==> src/rtl/hls_deadlock_monitor_gen_if.sv <==
// Signal bundle between a dataflow region's status taps and its deadlock monitor.
// The stall/idle/clear signals flow into the monitor; detection results flow out.
interface hls_deadlock_monitor_gen_if #(
    parameter int unsigned NUM_PROC = 4,
    parameter int unsigned NUM_AXIS = 1,
    parameter int unsigned CNT_W    = 16
);
    logic [NUM_AXIS-1:0] axis_block_sigs;
    logic [NUM_PROC-1:0] inst_idle_sigs;
    logic [NUM_PROC-1:0] inst_block_sigs;
    logic                clear;
    logic [NUM_AXIS-1:0] axis_block_info;
    logic                block;
    logic                block_sticky;
    logic [CNT_W-1:0]    block_count;

    modport master (
        output axis_block_sigs, inst_idle_sigs, inst_block_sigs, clear,
        input  axis_block_info, block, block_sticky, block_count
    );

    modport slave (
        input  axis_block_sigs, inst_idle_sigs, inst_block_sigs, clear,
        output axis_block_info, block, block_sticky, block_count
    );
endinterface

==> src/rtl/hls_deadlock_monitor_gen.sv <==
// Deadlock monitor for one HLS dataflow region: flags a stable AXIS-involved stall in
// which no process can make progress, with sticky flag and saturating event count.
module hls_deadlock_monitor_gen #(
    parameter int unsigned                  NUM_PROC       = 4,
    parameter int unsigned                  NUM_AXIS       = 1,
    parameter logic [NUM_PROC*NUM_AXIS-1:0] PROC_AXIS_MASK = '1,
    parameter int unsigned                  STABLE_CYCLES  = 1,
    parameter int unsigned                  CNT_W          = 16
) (
    input logic                     clock,
    input logic                     reset,
    hls_deadlock_monitor_gen_if.slave mon_if
);
    localparam int unsigned StW = (STABLE_CYCLES > 1) ? $clog2(STABLE_CYCLES + 1) : 1;
    localparam logic [StW-1:0] StableMax = StW'(STABLE_CYCLES);

    localparam logic [1:0] StIdle    = 2'd0;
    localparam logic [1:0] StArmed   = 2'd1;
    localparam logic [1:0] StBlocked = 2'd2;

    logic [1:0]          state_q, state_d;
    logic [StW-1:0]      cnt_q, cnt_d;
    logic [NUM_AXIS-1:0] info_q, info_d;
    logic                sticky_q, sticky_d;
    logic [CNT_W-1:0]    count_q, count_d;

    logic [NUM_PROC-1:0] proc_axis;
    logic [NUM_PROC-1:0] stop;
    logic [NUM_AXIS-1:0] axis_mask_or;
    logic                cand;
    logic                detect;

    always_comb begin
        axis_mask_or = '0;
        for (int p = 0; p < NUM_PROC; p++) begin
            proc_axis[p] = |(mon_if.axis_block_sigs & PROC_AXIS_MASK[p*NUM_AXIS +: NUM_AXIS]);
            stop[p]      = mon_if.inst_idle_sigs[p] | mon_if.inst_block_sigs[p] | proc_axis[p];
            axis_mask_or = axis_mask_or | PROC_AXIS_MASK[p*NUM_AXIS +: NUM_AXIS];
        end
        cand = (|proc_axis) & (&stop);
    end

    always_comb begin
        state_d = state_q;
        cnt_d   = cnt_q;
        detect  = 1'b0;
        case (state_q)
            StIdle: begin
                if (cand) begin
                    cnt_d = StW'(1);
                    if (STABLE_CYCLES == 1) begin
                        state_d = StBlocked;
                        detect  = 1'b1;
                    end else begin
                        state_d = StArmed;
                    end
                end
            end
            StArmed: begin
                if (!cand) begin
                    state_d = StIdle;
                    cnt_d   = '0;
                end else begin
                    cnt_d = cnt_q + StW'(1);
                    if (cnt_q + StW'(1) == StableMax) begin
                        state_d = StBlocked;
                        detect  = 1'b1;
                    end
                end
            end
            StBlocked: begin
                if (!cand) begin
                    state_d = StIdle;
                    cnt_d   = '0;
                end
            end
            default: begin
                state_d = StIdle;
                cnt_d   = '0;
            end
        endcase

        // Info is frozen at detection and only survives while BLOCKED persists.
        if (detect) begin
            info_d = mon_if.axis_block_sigs & axis_mask_or;
        end else if (state_d == StBlocked) begin
            info_d = info_q;
        end else begin
            info_d = '0;
        end

        // A detection outranks a coincident clear.
        sticky_d = sticky_q;
        count_d  = count_q;
        if (detect) begin
            sticky_d = 1'b1;
            if (mon_if.clear) begin
                count_d = CNT_W'(1);
            end else if (count_q != {CNT_W{1'b1}}) begin
                count_d = count_q + CNT_W'(1);
            end
        end else if (mon_if.clear) begin
            sticky_d = 1'b0;
            count_d  = '0;
        end
    end

    always_ff @(posedge clock) begin
        if (reset) begin
            state_q  <= StIdle;
            cnt_q    <= '0;
            info_q   <= '0;
            sticky_q <= 1'b0;
            count_q  <= '0;
        end else begin
            state_q  <= state_d;
            cnt_q    <= cnt_d;
            info_q   <= info_d;
            sticky_q <= sticky_d;
            count_q  <= count_d;
        end
    end

    assign mon_if.block           = (state_q == StBlocked);
    assign mon_if.axis_block_info = info_q;
    assign mon_if.block_sticky    = sticky_q;
    assign mon_if.block_count     = count_q;
endmodule

==> src/flat_wrapper.sv <==
// flat-port wrapper written by rule: the top's interface ports become plain ports
module hls_deadlock_monitor_gen_flat 
#(
    parameter int unsigned                  NUM_PROC       = 4,
    parameter int unsigned                  NUM_AXIS       = 1,
    parameter logic [NUM_PROC*NUM_AXIS-1:0] PROC_AXIS_MASK = '1,
    parameter int unsigned                  STABLE_CYCLES  = 1,
    parameter int unsigned                  CNT_W          = 16
)
  (clock, reset, mon_if_axis_block_sigs, mon_if_inst_idle_sigs, mon_if_inst_block_sigs, mon_if_clear, mon_if_axis_block_info, mon_if_block, mon_if_block_sticky, mon_if_block_count);
  hls_deadlock_monitor_gen_if #(.NUM_PROC(NUM_PROC), .NUM_AXIS(NUM_AXIS), .CNT_W(CNT_W)) mon_if_i ();
  input logic clock;
  input logic reset;
  input wire logic [$bits(mon_if_i.axis_block_sigs)-1:0] mon_if_axis_block_sigs;
  input wire logic [$bits(mon_if_i.inst_idle_sigs)-1:0] mon_if_inst_idle_sigs;
  input wire logic [$bits(mon_if_i.inst_block_sigs)-1:0] mon_if_inst_block_sigs;
  input wire logic [$bits(mon_if_i.clear)-1:0] mon_if_clear;
  output wire logic [$bits(mon_if_i.axis_block_info)-1:0] mon_if_axis_block_info;
  output wire logic [$bits(mon_if_i.block)-1:0] mon_if_block;
  output wire logic [$bits(mon_if_i.block_sticky)-1:0] mon_if_block_sticky;
  output wire logic [$bits(mon_if_i.block_count)-1:0] mon_if_block_count;
  assign mon_if_i.axis_block_sigs = mon_if_axis_block_sigs;
  assign mon_if_i.inst_idle_sigs = mon_if_inst_idle_sigs;
  assign mon_if_i.inst_block_sigs = mon_if_inst_block_sigs;
  assign mon_if_i.clear = mon_if_clear;
  assign mon_if_axis_block_info = mon_if_i.axis_block_info;
  assign mon_if_block = mon_if_i.block;
  assign mon_if_block_sticky = mon_if_i.block_sticky;
  assign mon_if_block_count = mon_if_i.block_count;
  hls_deadlock_monitor_gen #(.NUM_PROC(NUM_PROC), .NUM_AXIS(NUM_AXIS), .PROC_AXIS_MASK(PROC_AXIS_MASK), .STABLE_CYCLES(STABLE_CYCLES), .CNT_W(CNT_W)) u_core (.clock(clock), .reset(reset), .mon_if(mon_if_i));
endmodule
==> config.mk <==
export PLATFORM = sky130hd
export DESIGN_NAME = hls_deadlock_monitor_gen_flat
export DESIGN_NICKNAME = d
export VERILOG_FILES = /design/src/rtl/hls_deadlock_monitor_gen_if.sv /design/src/rtl/hls_deadlock_monitor_gen.sv /design/src/flat_wrapper.sv
export SDC_FILE = /design/constraint.sdc
export NUM_CORES = 1
export LEC_CHECK = 0
export CAP_MARGIN = 5
export CORE_MARGIN = 2
export CORE_UTILIZATION = 58
export CTS_BUF_LIST = sky130_fd_sc_hd__clkbuf_4 sky130_fd_sc_hd__clkbuf_8
export DETAILED_ROUTE_END_ITERATION = 8
export DONT_BUFFER_PORTS = 1
export PLACE_DENSITY = 0.76
export SYNTH_ARGS = -nofsm -noshare
export SYNTH_HDL_FRONTEND = slang
export SYNTH_SLANG_ARGS = --single-unit
export TNS_END_PERCENT = 50
==> constraint.sdc <==
create_clock -name clock -period 1.77 [get_ports clock]
set_clock_uncertainty 0.2 [all_clocks]
set_input_delay 0.354 -clock clock [delete_from_list [all_inputs] [get_ports clock]]
set_output_delay 0.354 -clock clock [all_outputs]
set_load 0.05 [all_outputs]
# == Word-level counts from Yosys, hierarchy flattened ==
# Cells that the tools add are included.
# word_totals
regBits,21
inputBits,12
output_inout_bits,19
wordCells,50
# classes
n_addsub,2
eq_ne,7
muxes,21
bitwise_logic,9
n_reduce_logical,6
# ops
op,n
16-bit two-way mux,4
16-bit by 1-bit adder with 16-bit output (second input constant),1
16-bit inequality test (second input constant),1
1-bit two-way mux,10
2-bit two-way mux,4
1-bit bitwise OR,8
2-bit one-hot mux with 3 select lines,1
2-bit equality test (second input constant),2
2-bit by 1-bit inequality test with 1-bit output (second input constant),2
2-bit AND reduction,2
4-bit AND reduction,1
2-bit nonzero test,2
1-bit one-hot mux with 3 select lines,1
2-bit by 1-bit equality test with 1-bit output (second input constant),1
2-bit logical NOT,1
2-bit inequality test (second input constant),1
1-bit one-hot mux with 2 select lines,1
1-bit adder (second input constant),1
1-bit AND,1

# == Depth between registers and ports, before layout ==
# Gate-level depths: netlist of run 1.
# depth
ltp_word,9
mapped_depth,6
ltp_nobuf,6

# == Least setup slack after synthesis of run 1 ==
# No wires, ideal clock.
# synth_path
path_kind,reg-to-reg
startpoint,register u_core.count_q[0] (netlist: u_core.mon_if.block_count[0])
endpoint,register u_core.count_q[7] (netlist: u_core.mon_if.block_count[7])
setup_ns,0.091
arrival_time_ns,1.858
required_time_ns,1.479
path_slack_ns,-0.379
stages_incl_launch_ff,7
n_path_buf,0
synth_period_minus_slack_ns,2.149
path_cell_list,dfxtp_1 ha_1 and3_1 and4b_1 a211oi_4 a41oi_1 a311oi_1
# synth_between
elab_chain_cells,4
word_cells_on_any_way,7
classes_between,1 x add/sub; 1 x eq/ne; 3 x mux; 2 x reduce/logical
# synth_lines
item,line_no,rtl
from (decl),hls_deadlock_monitor_gen.sv:25,"logic [CNT_W-1:0] count_q, count_d;"
from (signal assigned),hls_deadlock_monitor_gen.sv:120,count_q <= count_d;
16-bit by 1-bit adder with 16-bit output,hls_deadlock_monitor_gen.sv:100,count_d = count_q + CNT_W'(1);
16-bit two-way mux,hls_deadlock_monitor_gen.sv:99,end else if (count_q != {CNT_W{1'b1}}) begin
16-bit two-way mux,hls_deadlock_monitor_gen.sv:97,if (mon_if.clear) begin
16-bit two-way mux,hls_deadlock_monitor_gen.sv:95,if (detect) begin
# Several ways; a longest one is shown, not always the timed one. The select of a mux whose other input is x is not followed.
# A chain may end at the register's enable or synchronous reset.

# == Worst setup path in the final report of run 1 ==
# layout_path
startpoint,register u_core.count_q[1] (netlist: u_core.mon_if.block_count[1])
endpoint,register u_core.count_q[11] (netlist: u_core.mon_if.block_count[11])
# The elaborated chain is that of the path after synthesis.

==> out/metrics.csv, run 1 <==
stage;metric;value;unit
synthesis;share of the synthesized area in the top cell type;41.1;%
power;Comb pwr share;9.4;%
place;dpl cell area;0.00128;mm2
place;Post-DP HPWL;1720;um
cells_and_area;NumNets Final;164;
power;Reg power frac;60.0;%
power;Leak Pwr;0.550;nW
timing;final worst path period share;105;%
worst_setup_path;CP Class;register to register;
worst_setup_path;r2r startpoint;u_core.mon_if.block_count[1]$_SDFFE_PP0P_;
floorplan;IO Pins;31;
timing;Final setup viols;3;
synthesis;Main synth FF type;dfxtp_1;
synthesis;synth warn;0;
timing;post-layout min period;1.86;ns
detailed_routing;via count;1017;
global_route;GRT Overall Usage;25.8;%
place;GPL Wtd Cong;0.858;
timing;final count of hold timing violations;0;
synthesis;Seq cells post-synth;21;
outcome;failing checks;setup timing;
timing;hold slack;0.0234;ns
worst_setup_path;r2r endpoint;u_core.mon_if.block_count[11]$_SDFFE_PP0P_;
floorplan;die area;0.00212;mm2
floorplan;Die Y;46.0;um
outcome;status;complete, but fails checks;
floorplan;Core ar.;0.00169;mm2
place;Port Buffer Count;0;
worst_setup_path;Critical Path Sink Type;register;
detailed_routing;total iterations of the first detailed-routing run;4;
timing;RSZ-0062 raised after global routing;yes;
synthesis;syn nets;129;
floorplan;initial cell density of the core;60.6;%
global_route;gr ovfl total;0;
detailed_routing;DRC;0;
clock_tree;Root Buffer;clkbuf_4;
worst_setup_path;worst endpoint data arrival time;1.87;ns
synthesis;top cells by count, synth;21 x dfxtp_1, 14 x a21oi_1, 12 x nor2_1, 8 x nand2_1;
global_route;largest net degree at the start of global routing;14;
floorplan;Die W;46.0;um
hold_path;worst min path class;primary input to register;
detailed_routing;final WL;2570;um
place;Cells after DPL;157;
cells_and_area;ANT cells;0;
hold_path;hold_sp;mon_if_clear;
cells_and_area;share of post-route cells with drive strength above 1;42.7;%
hold_path;Hold Path Stages;2;
timing;Final WS setup;-0.0886;ns
floorplan;Rows;15;
cells_and_area;P&R area growth vs syn;36.7;%
clock_tree;Worst-Skew Late Latency;0.31;ns
timing;maximum clock rate;538;MHz
synthesis;asr flop ratio synth;0;%
worst_setup_path;CP Max Fanout;4;
worst_setup_path;setup slack, reg-to-reg;-0.09;ns
job;Max Cap Viol;0;
global_route;number of global-route vias before repair;945;
cells_and_area;final non-filler cell total;167;
clock_tree;CTS Buffer Depth;2;
hold_path;hold endpoint;u_core.mon_if.block_sticky$_SDFFE_PP0P_;
power;Max VDD drop;0.584;mV
detailed_routing;WL/cell;15.4;um
power;switching pwr;0.206;mW
detailed_routing;vias per cell;6.09;
synthesis;Post-Syn Area;0.00102;mm2
clock_tree;clk slew on worst S/H paths;0.12;ns
global_route;wire length of the first global-routing pass;3860;um
synthesis;post-synth cell types;35;
synthesis;Post-Syn Instances;116;
timing;Slew Limit Fails;0;
synthesis;register area share after synthesis;41.1;%
synthesis;Mean Syn Cell Area;8.82;um2
power;internal power;0.604;mW
clock_tree;CTS tree;yes;
global_route;initial antenna violation count;0;
clock_tree;CTS Buf Count;3;
worst_setup_path;Worst R2R Path Depth;6;
cells_and_area;final core utilization;82.8;%
clock_tree;Clock H-tree levels;1;
worst_setup_path;CP required;1.78;ns
synthesis;ranking of synthesized cells by area;dfxtp_1 41%, a21oi_1 6.8%, nor2_1 4.4%;
timing;Worst-Margin Slew;0.508;ns
power;clock power share;30.6;%
power;power per cell area;580;mW/mm2
power;Sw Share;25.5;%
worst_setup_path;startpoint types;register;
detailed_routing;Initial DRC Count;20;
synthesis;Post-synth EDFFs;0;
synthesis;area leader, netlist;dfxtp_1;
timing;Rel. slew slack;66.1;%
synthesis;top-count cell post-synth;dfxtp_1;
detailed_routing;final antenna-violating net count;0;
clock_tree;Clock Sinks;21;
cells_and_area;post-route design area;0.00140;mm2
[through the flow]
stage                     power (mW)  setup TNS (ns)  worst slack (ns)
final                          0.811          -0.177           -0.0886
after global routing           0.836          -0.593            -0.185
after CTS                      0.812          -0.105           -0.0610
after detailed placement       0.562          -0.268            -0.124
after global placement         0.561          -0.121           -0.0537
after floorplan                0.541         -0.0448           -0.0261
[area by class of cell]
| class | instances | area [um2] |
|---|---|---|
| Multi-Input combinational cell | 88 | 614 |
| Sequential cell | 21 | 458 |
| Fill cell | 115 | 290 |
| Timing Repair Buffer | 33 | 260 |
| Clock buffer | 4 | 30.0 |
| Tap cell | 17 | 21.3 |
| Inverter | 4 | 15.0 |
[how the worst max path moves through the flow]
stage          slack, ns                                         end                                 startpoint
6_report           -0.09  u_core.mon_if.block_count[11]$_SDFFE_PP0P_  u_core.mon_if.block_count[1]$_SDFFE_PP0P_
5_1_grt            -0.19  u_core.mon_if.block_count[11]$_SDFFE_PP0P_  u_core.mon_if.block_count[1]$_SDFFE_PP0P_
4_1_cts            -0.06   u_core.mon_if.block_count[7]$_SDFFE_PP0P_  u_core.mon_if.block_count[1]$_SDFFE_PP0P_
3_5_place_dp       -0.12  u_core.mon_if.block_count[15]$_SDFFE_PP0P_  u_core.mon_if.block_count[1]$_SDFFE_PP0P_
3_3_place_gp       -0.05   u_core.mon_if.block_count[5]$_SDFFE_PP0P_  u_core.mon_if.block_count[1]$_SDFFE_PP0P_
2_1_floorplan      -0.03  u_core.mon_if.block_count[11]$_SDFFE_PP0P_  u_core.mon_if.block_count[1]$_SDFFE_PP0P_
[critical path: stages (launching register included)]
cell	delay, ns
dfxtp_4	0.38
ha_4	0.16
and3_4	0.18
and4b_1	0.19
a211oi_4	0.29
a31oi_1	0.14
a41o_1	0.22
[routing by layer]
layer	wire length, um	up-vias	global-route usage [%]	part of all wire (%)
met2	1330	35	40.8	52
met3	145	6	6.75	5.6
met4	63	0	16.6	2.5
met1	1030	486	30.4	40
met5	0	-	0	0
li1	-	490	-	-
[power groups by stage]
stage	Sequential, mW	Combinational [mW]	Clock, mW
4_1_cts	0.486	0.0714	0.254
6_report	0.486	0.0763	0.248
2_1_floorplan	0.506	0.0349	0
3_3_place_gp	0.496	0.0643	0
3_5_place_dp	0.497	0.0655	0
5_1_grt	0.487	0.0833	0.265
[what timing repair did]
| item | in CTS | in global routing |
|---|---|---|
| hold buffers | 2 | 0 |
| endpoints found under the hold margin | 3 | 0 |
| setup buffers | 2 | 2 |
| pin swaps | 1 | 2 |
| resized for setup | 2 | 7 |
| setup endpoints to repair | 4 | 11 |
[cells by family after synthesis]
kind of cell,share of synthesized area (%)
and+or+nand+nor,26.4
AOI/OAI and AO/OA,18.5
DFF,41.1
xor gates and xnor gates,6.85
buffers and inverters,4.03
muxes,1.96
adders and majority gates,1.22
[state kept, by name, indices dropped and copies added, names as in the netlist]
register	count
u_core.mon_if.block_sticky	1
u_core.mon_if.axis_block_info	1
u_core.mon_if.block_count	16
u_core.cnt_q	1
u_core.state_q	2
[placed cells by master, fill, tap and decap left out, types with 3 or more instances in the layout]
cell type / count
xnor2_1: 4
dfxtp_4: 8
xor2_1: 4
a31oi_1: 3
and3_1: 3
inv_1: 4
dfxtp_1: 7
nand2_1: 8
a21oi_1: 13
nand3_1: 3
buf_4: 29
nor2_1: 11
dfxtp_2: 6
clkbuf_4: 4
Power figures use the tool's default switching activity.
==> inputs of run 2 (changes only) <==
--- a/config.mk
+++ b/config.mk
@@ -5,13 +5,14 @@
 export SDC_FILE = /design/constraint.sdc
 export NUM_CORES = 1
 export LEC_CHECK = 0
+export ABC_AREA = 1
 export CAP_MARGIN = 5
 export CORE_MARGIN = 2
-export CORE_UTILIZATION = 58
+export CORE_UTILIZATION = 65
 export CTS_BUF_LIST = sky130_fd_sc_hd__clkbuf_4 sky130_fd_sc_hd__clkbuf_8
 export DETAILED_ROUTE_END_ITERATION = 8
 export DONT_BUFFER_PORTS = 1
-export PLACE_DENSITY = 0.76
+export PLACE_DENSITY = 0.81
 export SYNTH_ARGS = -nofsm -noshare
 export SYNTH_HDL_FRONTEND = slang
 export SYNTH_SLANG_ARGS = --single-unit
==> constraint.sdc (replaced) <==
create_clock -name clock -period 2.1 [get_ports clock]
set_clock_uncertainty 0.2 [all_clocks]
set_input_delay 0.42 -clock clock [delete_from_list [all_inputs] [get_ports clock]]
set_output_delay 0.42 -clock clock [all_outputs]
set_load 0.05 [all_outputs]
==> out/metrics.csv, run 2 <==
stage;metric;value;unit
power;power per cell area;483;mW/mm2
place;GPL Wtd Cong;0.918;
clock_tree;hold_buf cts;1;
timing;post-route setup TNS;0;ns
worst_setup_path;CP Class;register to register;
place;Post-DP HPWL;2180;um
clock_tree;Clock H-tree levels;1;
global_route;largest net degree at the start of global routing;13;
synthesis;synth warn;0;
synthesis;Post-Syn Instances;195;
synthesis;Main synth FF type;dfxtp_1;
global_route;initial antenna violation count;0;
floorplan;IO Pins;31;
global_route;wire length of the first global-routing pass;4410;um
job;Max Cap Viol;0;
clock_tree;CTS Buf Count;3;
synthesis;Post-synth EDFFs;0;
synthesis;syn nets;208;
cells_and_area;share of post-route cells with drive strength above 1;19.4;%
detailed_routing;Initial DRC Count;38;
clock_tree;# Post-CTS Setup Buffers;0;
synthesis;post-synth cell types;22;
floorplan;die area;0.00229;mm2
worst_setup_path;CP delay by family, top;simple AND/OR/NAND/NOR gates;
clock_tree;Post-CTS Resized;0;
cells_and_area;final core utilization;81.7;%
clock_tree;Clock Sinks;21;
clock_tree;Worst-Skew Late Latency;0.32;ns
global_route;gr ovfl total;0;
outcome;status;finished, final reports clean;
worst_setup_path;Cell Chain, Critical Path;ha_1 -> nand2_2 -> nor2_4 -> nand3_1 -> nor2_2 -> nor2_4 -> nand2_2 -> nand2_1 -> nor2_1;
timing;maximum clock rate;558;MHz
synthesis;ranking of synthesized cells by area;dfxtp_1 34%, nand2_1 16%, inv_1 9.0%;
worst_setup_path;Critical Path Sink Type;register;
worst_setup_path;Slowest Stage Delay on Critical Path;0.36;ns
detailed_routing;total iterations of the first detailed-routing run;4;
cells_and_area;commonest non-fill, non-tap cell in the layout;nand2_1;
clock_tree;clk slew on worst S/H paths;0.13;ns
synthesis;top-count cell post-synth;nand2_1;
cells_and_area;commonest cells after routing, fill and taps aside;52 x nand2_1, 30 x inv_1, 24 x nor2_1, 21 x dfxtp_1, 17 x buf_4;
worst_setup_path;Critical path buffers and inverters;0;
detailed_routing;via count;1321;
detailed_routing;DRC;0;
hold_path;worst min path class;primary input to register;
timing;Slew Limit Fails;0;
cells_and_area;ANT cells;0;
synthesis;register area share after synthesis;33.7;%
timing;final count of hold timing violations;0;
power;Leak Pwr;0.628;nW
timing;final worst path period share;85.4;%
detailed_routing;final WL;2950;um
timing;Worst-Margin Slew;0.505;ns
worst_setup_path;CP Max Fanout;9;
worst_setup_path;CP max stage cell;dfxtp_1;
power;Max VDD drop;0.491;mV
place;Port Buffer Count;0;
synthesis;Mean Syn Cell Area;6.40;um2
floorplan;Core ar.;0.00176;mm2
clock_tree;CTS Buffer Depth;2;
clock_tree;CTS tree;yes;
timing;Final setup viols;0;
global_route;GRT Overall Usage;27.6;%
cells_and_area;P&R area growth vs syn;15.4;%
detailed_routing;vias per cell;5.48;
synthesis;Post-Syn Area;0.00125;mm2
detailed_routing;final antenna-violating net count;0;
floorplan;Die Y;47.8;um
worst_setup_path;CP required;2.15;ns
synthesis;Seq cells post-synth;21;
synthesis;area leader, netlist;dfxtp_1;
synthesis;share of the synthesized area in the top cell type;33.7;%
clock_tree;Root Buffer;clkbuf_4;
synthesis;asr flop ratio synth;0;%
detailed_routing;WL/cell;12.2;um
global_route;number of global-route vias before repair;1090;
floorplan;Die W;47.8;um
worst_setup_path;startpoint types;register;
cells_and_area;NumNets Final;230;
synthesis;top cells by count, synth;52 x nand2_1, 30 x inv_1, 24 x nor2_1, 21 x dfxtp_1, 12 x a21oi_1;
floorplan;Rows;15;
cells_and_area;max reg flops;16;
timing;Rel. slew slack;66.3;%
worst_setup_path;worst endpoint data arrival time;1.84;ns
timing;RSZ-0062 raised after global routing;no;
timing;post-layout min period;1.79;ns
floorplan;initial cell density of the core;70.8;%
run 2: changes by cell type in the layout (fill, tap and decap cells not counted), moves of 6 or more:
cell / previous run / this run
dfxtp_1: 7 / 21
buf_4: 29 / 17
nand3_1: 3 / 9
nand4_1: 2 / 11
nand2_1: 8 / 52
dfxtp_2: 6 / 0
dfxtp_4: 8 / 0
nor2_1: 11 / 24
inv_1: 4 / 30
run 2: metrics by stage:
step / instances / instance area [um2] / power, mW / hold slack, ns / setup WS [ns]
finish: 241 / 1440 / 0.696 / 0.0260 / 0.307
detailed placement: 236 / 1400 / 0.499 / 0.271 / 0.382
global route: 241 / 1440 / 0.718 / 0.0496 / 0.158
CTS: 241 / 1440 / 0.699 / 0.0203 / 0.322
floorplan: 195 / 1250 / 0.485 / 0.240 / 0.0545
global placement: 236 / 1400 / 0.497 / 0.249 / 0.429
run 2: layout make-up:
cell class	instances	area, um2
clock buffer	3	22.5
fill	144	323
timing repair buffer	18	138
clock inverter	1	5.00
multi-input combinational	141	704
tap	25	31.3
inverter	32	120
sequential	21	420
run 2: cells by family (layout without fill, tap and decap cells):
kind of cell	Yosys count	count (layout)	share of synthesized area, %
buffers and inverters	33	54	9.92
AO/OA/AOI/OAI	23	23	10.3
flip-flops	21	21	33.7
AND/OR/NAND/NOR	117	117	45.1
adder cells (fa/ha/maj)	1	1	1.00
run 2: routing by layer:
metal,GRT usage [%],routed length [um]
met4,8.65,48
met1,34.3,1250
met3,5.66,199
met5,0,0
met2,47.5,1450
run 2: worst register-to-register path, cell delays in order, from the launching register on:
cell and delay [ns]:
dfxtp_1 0.36, ha_1 0.21, nand2_2 0.09, nor2_4 0.18, nand3_1 0.15, nor2_2 0.15, nor2_4 0.09, nand2_2 0.10
nand2_1 0.09, nor2_1 0.11
run 2: final timing paths:
path         depth (start not counted)                                    endpoint  slack [ns]                                 startpoint
max                                  9   u_core.mon_if.block_count[3]$_SDFFE_PP0P_        0.31  u_core.mon_if.block_count[0]$_SDFFE_PP0P_
min                                  3  u_core.mon_if.block_count[11]$_SDFFE_PP0P_        0.03                                      reset
max reg2reg                          9   u_core.mon_if.block_count[3]$_SDFFE_PP0P_        0.31  u_core.mon_if.block_count[0]$_SDFFE_PP0P_
min reg2reg                          2                u_core.state_q[0]$_SDFF_PP0_        0.29                  u_core.cnt_q$_SDFFE_PP0P_
run 2: power breakdown:
group          internal [mW]  switching (mW)  total [mW]  leakage, nW
Clock                 0.0713           0.129       0.201       0.0177
Sequential             0.405          0.0121       0.417        0.170
Combinational         0.0223          0.0563      0.0786        0.440
Total                  0.498           0.198       0.696        0.628
